`src/rtl/dump_pkg.sv`:
```
// dump_pkg: encodings shared by state_dump_engine, the CPU top and the bench.
//   ST_*    : readout FSM state encodings
//   SRC_*   : out_src encodings (register / memory beat)
//   max_u   : helper for derived widths
package dump_pkg;

    localparam logic [1:0] ST_IDLE = 2'd0;
    localparam logic [1:0] ST_REG  = 2'd1;
    localparam logic [1:0] ST_MEM  = 2'd2;
    localparam logic [1:0] ST_FIN  = 2'd3;

    localparam logic SRC_REG = 1'b0;
    localparam logic SRC_MEM = 1'b1;

    function automatic int unsigned max_u(input int unsigned a, input int unsigned b);
        return (a > b) ? a : b;
    endfunction

endpackage

```
`src/rtl/dump_out_slot.sv`:
```
// dump_out_slot: one-entry valid/ready output register.
//   load        in  : capture in_* this cycle (only legal while slot_free_c)
//   in_*        in  : beat payload to capture
//   out_ready   in  : downstream accept
//   slot_free_c out : combinational, slot can take a new beat this cycle
//   out_*       out : registered beat presented downstream
module dump_out_slot #(
    parameter int unsigned DATA_WIDTH = 32,
    parameter int unsigned IDX_W      = 5
) (
    input  logic                  clk,
    input  logic                  rst,
    input  logic                  load,
    input  logic [DATA_WIDTH-1:0] in_data,
    input  logic                  in_src,
    input  logic [IDX_W-1:0]      in_index,
    input  logic                  out_ready,
    output logic                  slot_free_c,
    output logic                  out_valid,
    output logic [DATA_WIDTH-1:0] out_data,
    output logic                  out_src,
    output logic [IDX_W-1:0]      out_index
);

    logic                  valid_q, valid_d;
    logic [DATA_WIDTH-1:0] data_q,  data_d;
    logic                  src_q,   src_d;
    logic [IDX_W-1:0]      index_q, index_d;

    assign slot_free_c = !valid_q || out_ready;

    // Payload only changes on a load, so it is stable while stalled.
    always_comb begin
        valid_d = valid_q;
        data_d  = data_q;
        src_d   = src_q;
        index_d = index_q;
        if (load) begin
            valid_d = 1'b1;
            data_d  = in_data;
            src_d   = in_src;
            index_d = in_index;
        end else if (out_ready) begin
            valid_d = 1'b0;
        end
    end

    always_ff @(posedge clk) begin
        if (rst) begin
            valid_q <= 1'b0;
            data_q  <= '0;
            src_q   <= 1'b0;
            index_q <= '0;
        end else begin
            valid_q <= valid_d;
            data_q  <= data_d;
            src_q   <= src_d;
            index_q <= index_d;
        end
    end

    assign out_valid = valid_q;
    assign out_data  = data_q;
    assign out_src   = src_q;
    assign out_index = index_q;

endmodule

```
`src/rtl/state_dump_engine.sv`:
```
// state_dump_engine: freezes the CPU and streams register-file and/or a
// data-memory window out over a valid/ready port.
//   start/mode/mem_base/mem_count in : dump request, sampled in IDLE
//   busy, halt_req                out : high whenever not IDLE
//   done                          out : one-cycle completion pulse
//   rf_raddr/rf_rdata                 : register file spare read port
//   dm_raddr/dm_rdata                 : data memory spare read port
//   out_valid/out_ready/out_*         : beat stream (data, source, index)
module state_dump_engine
    import dump_pkg::*;
#(
    parameter int unsigned DATA_WIDTH = 32,
    parameter int unsigned REG_DEPTH  = 32,
    parameter int unsigned MEM_DEPTH  = 32,
    parameter int unsigned SKIP_X0    = 0,
    localparam int unsigned RF_AW     = $clog2(REG_DEPTH),
    localparam int unsigned MEM_AW    = $clog2(MEM_DEPTH),
    localparam int unsigned IDX_W     = max_u(RF_AW, MEM_AW)
) (
    input  logic                  clk,
    input  logic                  rst,
    input  logic                  start,
    input  logic [1:0]            mode,
    input  logic [MEM_AW-1:0]     mem_base,
    input  logic [MEM_AW:0]       mem_count,
    output logic                  busy,
    output logic                  halt_req,
    output logic                  done,
    output logic [RF_AW-1:0]      rf_raddr,
    input  logic [DATA_WIDTH-1:0] rf_rdata,
    output logic [MEM_AW-1:0]     dm_raddr,
    input  logic [DATA_WIDTH-1:0] dm_rdata,
    output logic                  out_valid,
    input  logic                  out_ready,
    output logic [DATA_WIDTH-1:0] out_data,
    output logic                  out_src,
    output logic [IDX_W-1:0]      out_index
);

    localparam logic [MEM_AW:0]  MEM_DEPTH_W = (MEM_AW+1)'(MEM_DEPTH);
    localparam logic [IDX_W-1:0] REG_LAST    = IDX_W'(REG_DEPTH - 1);

    logic [1:0]        state_q,  state_d;
    logic              mem_en_q, mem_en_d;
    logic [MEM_AW-1:0] base_q,   base_d;
    logic [MEM_AW:0]   count_q,  count_d;
    logic [IDX_W-1:0]  cnt_q,    cnt_d;
    logic              done_q,   done_d;

    logic                  slot_free_c;
    logic                  load_c;
    logic [DATA_WIDTH-1:0] cap_data_c;
    logic                  cap_src_c;
    logic [IDX_W-1:0]      cap_index_c;

    logic [MEM_AW:0]   count_clamped_c;
    logic [MEM_AW-1:0] mem_addr_c;
    logic              mem_last_c;

    assign count_clamped_c = (mem_count > MEM_DEPTH_W) ? MEM_DEPTH_W : mem_count;
    // MEM_AW-bit sum wraps naturally at MEM_DEPTH.
    assign mem_addr_c      = base_q + cnt_q[MEM_AW-1:0];
    assign mem_last_c      = ((MEM_AW+1)'(cnt_q[MEM_AW-1:0]) + (MEM_AW+1)'(1)) == count_q;

    // Next-state, counter and capture control.
    always_comb begin
        state_d     = state_q;
        mem_en_d    = mem_en_q;
        base_d      = base_q;
        count_d     = count_q;
        cnt_d       = cnt_q;
        done_d      = 1'b0;
        load_c      = 1'b0;
        cap_data_c  = '0;
        cap_src_c   = SRC_REG;
        cap_index_c = '0;
        case (state_q)
            ST_IDLE: begin
                if (start && (mode != 2'b00)) begin
                    mem_en_d = mode[1];
                    base_d   = mem_base;
                    count_d  = count_clamped_c;
                    cnt_d    = IDX_W'(SKIP_X0);
                    if (mode[0])                    state_d = ST_REG;
                    else if (count_clamped_c == '0) state_d = ST_FIN;
                    else                            state_d = ST_MEM;
                end
            end
            ST_REG: begin
                if (slot_free_c) begin
                    load_c      = 1'b1;
                    cap_data_c  = rf_rdata;
                    cap_src_c   = SRC_REG;
                    cap_index_c = cnt_q;
                    if (cnt_q == REG_LAST) begin
                        cnt_d   = '0;
                        state_d = (mem_en_q && (count_q != '0)) ? ST_MEM : ST_FIN;
                    end else begin
                        cnt_d = cnt_q + IDX_W'(1);
                    end
                end
            end
            ST_MEM: begin
                if (slot_free_c) begin
                    load_c      = 1'b1;
                    cap_data_c  = dm_rdata;
                    cap_src_c   = SRC_MEM;
                    cap_index_c = IDX_W'(mem_addr_c);
                    if (mem_last_c) begin
                        cnt_d   = '0;
                        state_d = ST_FIN;
                    end else begin
                        cnt_d = cnt_q + IDX_W'(1);
                    end
                end
            end
            ST_FIN: begin
                // Wait for the last beat to drain before signalling completion.
                if (slot_free_c) begin
                    done_d  = 1'b1;
                    state_d = ST_IDLE;
                end
            end
            default: state_d = ST_IDLE;
        endcase
    end

    always_ff @(posedge clk) begin
        if (rst) begin
            state_q  <= ST_IDLE;
            mem_en_q <= 1'b0;
            base_q   <= '0;
            count_q  <= '0;
            cnt_q    <= '0;
            done_q   <= 1'b0;
        end else begin
            state_q  <= state_d;
            mem_en_q <= mem_en_d;
            base_q   <= base_d;
            count_q  <= count_d;
            cnt_q    <= cnt_d;
            done_q   <= done_d;
        end
    end

    dump_out_slot #(
        .DATA_WIDTH (DATA_WIDTH),
        .IDX_W      (IDX_W)
    ) u_slot (
        .clk         (clk),
        .rst         (rst),
        .load        (load_c),
        .in_data     (cap_data_c),
        .in_src      (cap_src_c),
        .in_index    (cap_index_c),
        .out_ready   (out_ready),
        .slot_free_c (slot_free_c),
        .out_valid   (out_valid),
        .out_data    (out_data),
        .out_src     (out_src),
        .out_index   (out_index)
    );

    assign busy     = (state_q != ST_IDLE);
    assign halt_req = busy;
    assign done     = done_q;
    assign rf_raddr = (state_q == ST_REG) ? cnt_q[RF_AW-1:0] : '0;
    assign dm_raddr = (state_q == ST_MEM) ? mem_addr_c : '0;

endmodule
```
`config.mk`:
```
export PLATFORM = sky130hd
export DESIGN_NAME = state_dump_engine
export DESIGN_NICKNAME = d
export VERILOG_FILES = /design/src/rtl/dump_pkg.sv /design/src/rtl/dump_out_slot.sv /design/src/rtl/state_dump_engine.sv
export SDC_FILE = /design/constraint.sdc
export NUM_CORES = 1
export LEC_CHECK = 0
export CORE_MARGIN = 5
export CORE_UTILIZATION = 45
export CTS_BUF_LIST = sky130_fd_sc_hd__clkbuf_8
export CTS_CLUSTER_SIZE = 16
export DETAILED_ROUTE_END_ITERATION = 16
export HOLD_SLACK_MARGIN = 0.03
export PLACE_DENSITY = 0.88
export SKIP_LAST_GASP = 1
export SLEW_MARGIN = 30
export SYNTH_ARGS = -nofsm -noshare
export SYNTH_HDL_FRONTEND = slang
export SYNTH_HIERARCHICAL = 1
export SYNTH_SLANG_ARGS = --single-unit
```
`constraint.sdc`:
```
create_clock -name clk -period 2.55 [get_ports clk]
set_input_delay 0.255 -clock clk [delete_from_list [all_inputs] [get_ports clk]]
set_output_delay 0.255 -clock clk [all_outputs]
set_load 0.02 [all_outputs]
```
==> qor.yml <==
outcome: "finished, final reports clean"
clockPowerShare_pct: 30.0
synth-warning-count: 6
finalClockSkew_ns: 0.00696
drv_slew: 0
drc: 0
dieArea_mm2: 0.00899
grt_max_degree: 44
p_per_area_mw_per_mm2: 731
critPathCaptureType: "output pin"
insertion_delay_ns: 0.33
synth_ff_type: "dfxtp_1"
syn_inst: 369
antenna_found_initial: 1
syn_area_per_cell_um2: 8.77
fin_crit_ns: 2.39
clkTransAtPathRegs_ns: 0.07
die_height_um: 94.8
num_rows: 31
p_leak_nw: 1.83
setup.worst_path.class: "flip-flop to output pin"
grt_pass1_wl_um: 15200
cts.sinks: 59
grt_pass1_vias: 3230
drv_cap: 0
use_met1_pct: 23.6
rsz0062_at_grt: "false"
hold_violations: 0
pre_cts_ws_ns: 0.0946
switching_power_mw: 1.20
cp-start-kind: "flip-flop"
ys_types: 45
crit_required_ns: 2.30
max_freq_mhz: 419
worstMarginPinSlew_ns: 0.523
drive_above_1_share_pct: 8.20
sequentialPowerShare_pct: 29.8
viasPerCell: 5.28
hpwlAfterDp_um: 7110
use_met2_pct: 38.8
finalSetupViolations: 0
fillerInstances: 600
drt-initial-drc-count: 108
synthArstFlopShare_pct: 0
slew_headroom_pct: 65.1
grt_usage_pct: 21.5
portBuffers: 132
switching_share_pct: 33.8
fin_nets: 588
multiInputGateArea_mm2: 0.00186
top_usage_layer: "met2"
cp_max_fo: 2
yosys_register_bits: 59
hold_class: "primary input to flip-flop"
ys_seq_area_share_pct: 36.5
vias: 3163
total_power_mw: 3.54
wirelength_um: 9520
finalCritPeriodShare_pct: 93.7
post_drt_wl_per_cell_um: 15.9
synth_fp_nets: 462
grtUsageMet3_pct: 5.58
synth_top_cell_area_share_pct: 36.5
syn_to_final_growth_pct: 49.8
setup_ws_ns: 0.161
ioPinCount: 133
cts_made_buffers: 9
start_util_pct: 45.3
synth_edf_count: 0
synth_top_area_cell: "dfxtp_1"
cts-root-buf: "clkbuf_8"
antennaDiodeCount: 0
grt_overflow: 0
setup_tns_ns: 0
clock_path_buffers: 2
htree_levels: 3
syn_area_mm2: 0.00324
regArea_mm2: 0.00118
core_mm2: 0.00714
die_w_um: 94.8
ir_worst_vdd_mv: 0.459
cts_tree: "yes"
first_pass_iters: 7
routabilityCongestion: 0.900
pwr-share-comb_pct: 40.1
cell_internal_pwr_mw: 2.34
synthTopCellsByArea: "dfxtp_1, mux2i_1, a22oi_1"
drtAntennaViolNets: 0
arrival_ns: 2.13
-- cell type report --
cell class,instances,share of cell area [%]
clock buffers,10,2.84
flip-flops and latches,59,24.4
multi-input cells,274,38.5
clock inverters,6,2.32
inverters,9,0.697
repair buffers,142,28.7
well taps,99,2.56
-- cells in the final DEF, fill, tap and decap left out, types with 3 or more instances in the layout --
cell	count
nand3_1	4
o21a_1	5
clkbuf_8	10
nand2_1	24
a22oi_1	32
clkdlybuf4s50_1	128
mux2i_1	39
clkinvlp_4	3
bufinv_16	3
nor2_1	45
nand3b_1	5
a22o_1	3
ha_1	11
nor2b_1	33
a21oi_1	21
a21o_1	3
dfxtp_1	58
and2_1	3
and2_2	6
nor3_1	3
buf_4	10
inv_1	8
xnor2_1	8
-- power groups by stage --
| stage | Sequential [mW] | Combinational, mW | Clock [mW] |
|---|---|---|---|
| 3_3_place_gp | 1.07 | 1.39 | 0 |
| 5_1_grt | 1.07 | 1.54 | 1.13 |
| 2_1_floorplan | 1.12 | 0.988 | 0 |
| 6_report | 1.06 | 1.42 | 1.06 |
| 4_1_cts | 1.06 | 1.42 | 1.08 |
| 3_5_place_dp | 1.08 | 1.41 | 0 |
-- worst paths after layout --
check,slack [ns],to,startpoint,cells after the start
min reg2reg,0.47,mem_en_q,mem_en_q,2
max reg2reg,0.21,cnt_q[0],cnt_q[0],9
max,0.16,dm_raddr[4],base_q[0],7
min,0.29,u_slot/out_index[1],rst,2
-- cells by family (layout without fill, tap and decap cells) --
| family | count (synthesis) | in the layout | synth area share, % |
|---|---|---|---|
| AO/OA/AOI/OAI | 78 | 78 | 16.6 |
| XOR/XNOR | 10 | 10 | 2.71 |
| adder cells (fa/ha/maj) | 12 | 12 | 4.87 |
| buffers and inverters | 36 | 167 | 6.07 |
| flip-flops | 59 | 59 | 36.5 |
| multiplexers | 40 | 40 | 12.4 |
| AND/OR/NAND/NOR | 134 | 134 | 20.8 |
-- sequential cells by signal (all words and copies together) (netlist names) --
signal	cells
u_slot/out_data	32
count_q	6
base_q	5
cnt_q	5
u_slot/out_index	5
state_q	2
done	1
mem_en_q	1
u_slot/out_src	1
u_slot/out_valid	1
-- per-layer routing --
layer | part of all wire [%] | routed length (um)
met1 | 38 | 3640
met2 | 52 | 4990
met3 | 6.6 | 624
met4 | 2.6 | 249
met5 | 0.11 | 10
-- synthesized netlist by cell type (2+ instances only) --
master / instances
a211oi_1: 2
a21o_1: 3
a21oi_1: 22
a22o_1: 3
a22oi_1: 32
a311oi_1: 2
and2_1: 3
and2_2: 6
buf_12: 2
buf_2: 2
buf_4: 3
buf_6: 2
clkbuf_1: 17
dfxtp_1: 59
ha_1: 11
inv_1: 9
mux2i_1: 39
nand2_1: 24
nand3_1: 4
nand3b_1: 5
nand4_1: 2
nor2_1: 46
nor2b_1: 33
nor3_1: 3
o21a_1: 5
o21ai_0: 2
or4_1: 2
xnor2_1: 8
xor2_1: 2
-- stage by stage --
stage	instance area (um^2)	std cells	util, %	hold WS [ns]
after global routing	4850	599	67.9	0.272
final	4850	599	67.9	0.287
after floorplan	3240	369	-	0.391
after global placement	4590	583	64.3	0.452
after CTS	4840	599	67.8	0.269
after detailed placement	4590	583	64.3	0.461
-- critical path: stages (launching register included) --
cell      delay (ns)
dfxtp_1         0.32
ha_1            0.22
fa_1            0.41
a21o_1          0.20
a21oi_1         0.18
xnor2_1         0.09
nor2_1          0.18
clkbuf_2        0.21
-- what timing repair did --
item | CTS | global route
endpoints found under the setup margin | 2 | 7
buffers inserted | 0 | 0
hold buffers | 0 | 0
gates resized for setup | 2 | 5
Power figures use the tool's default switching activity.
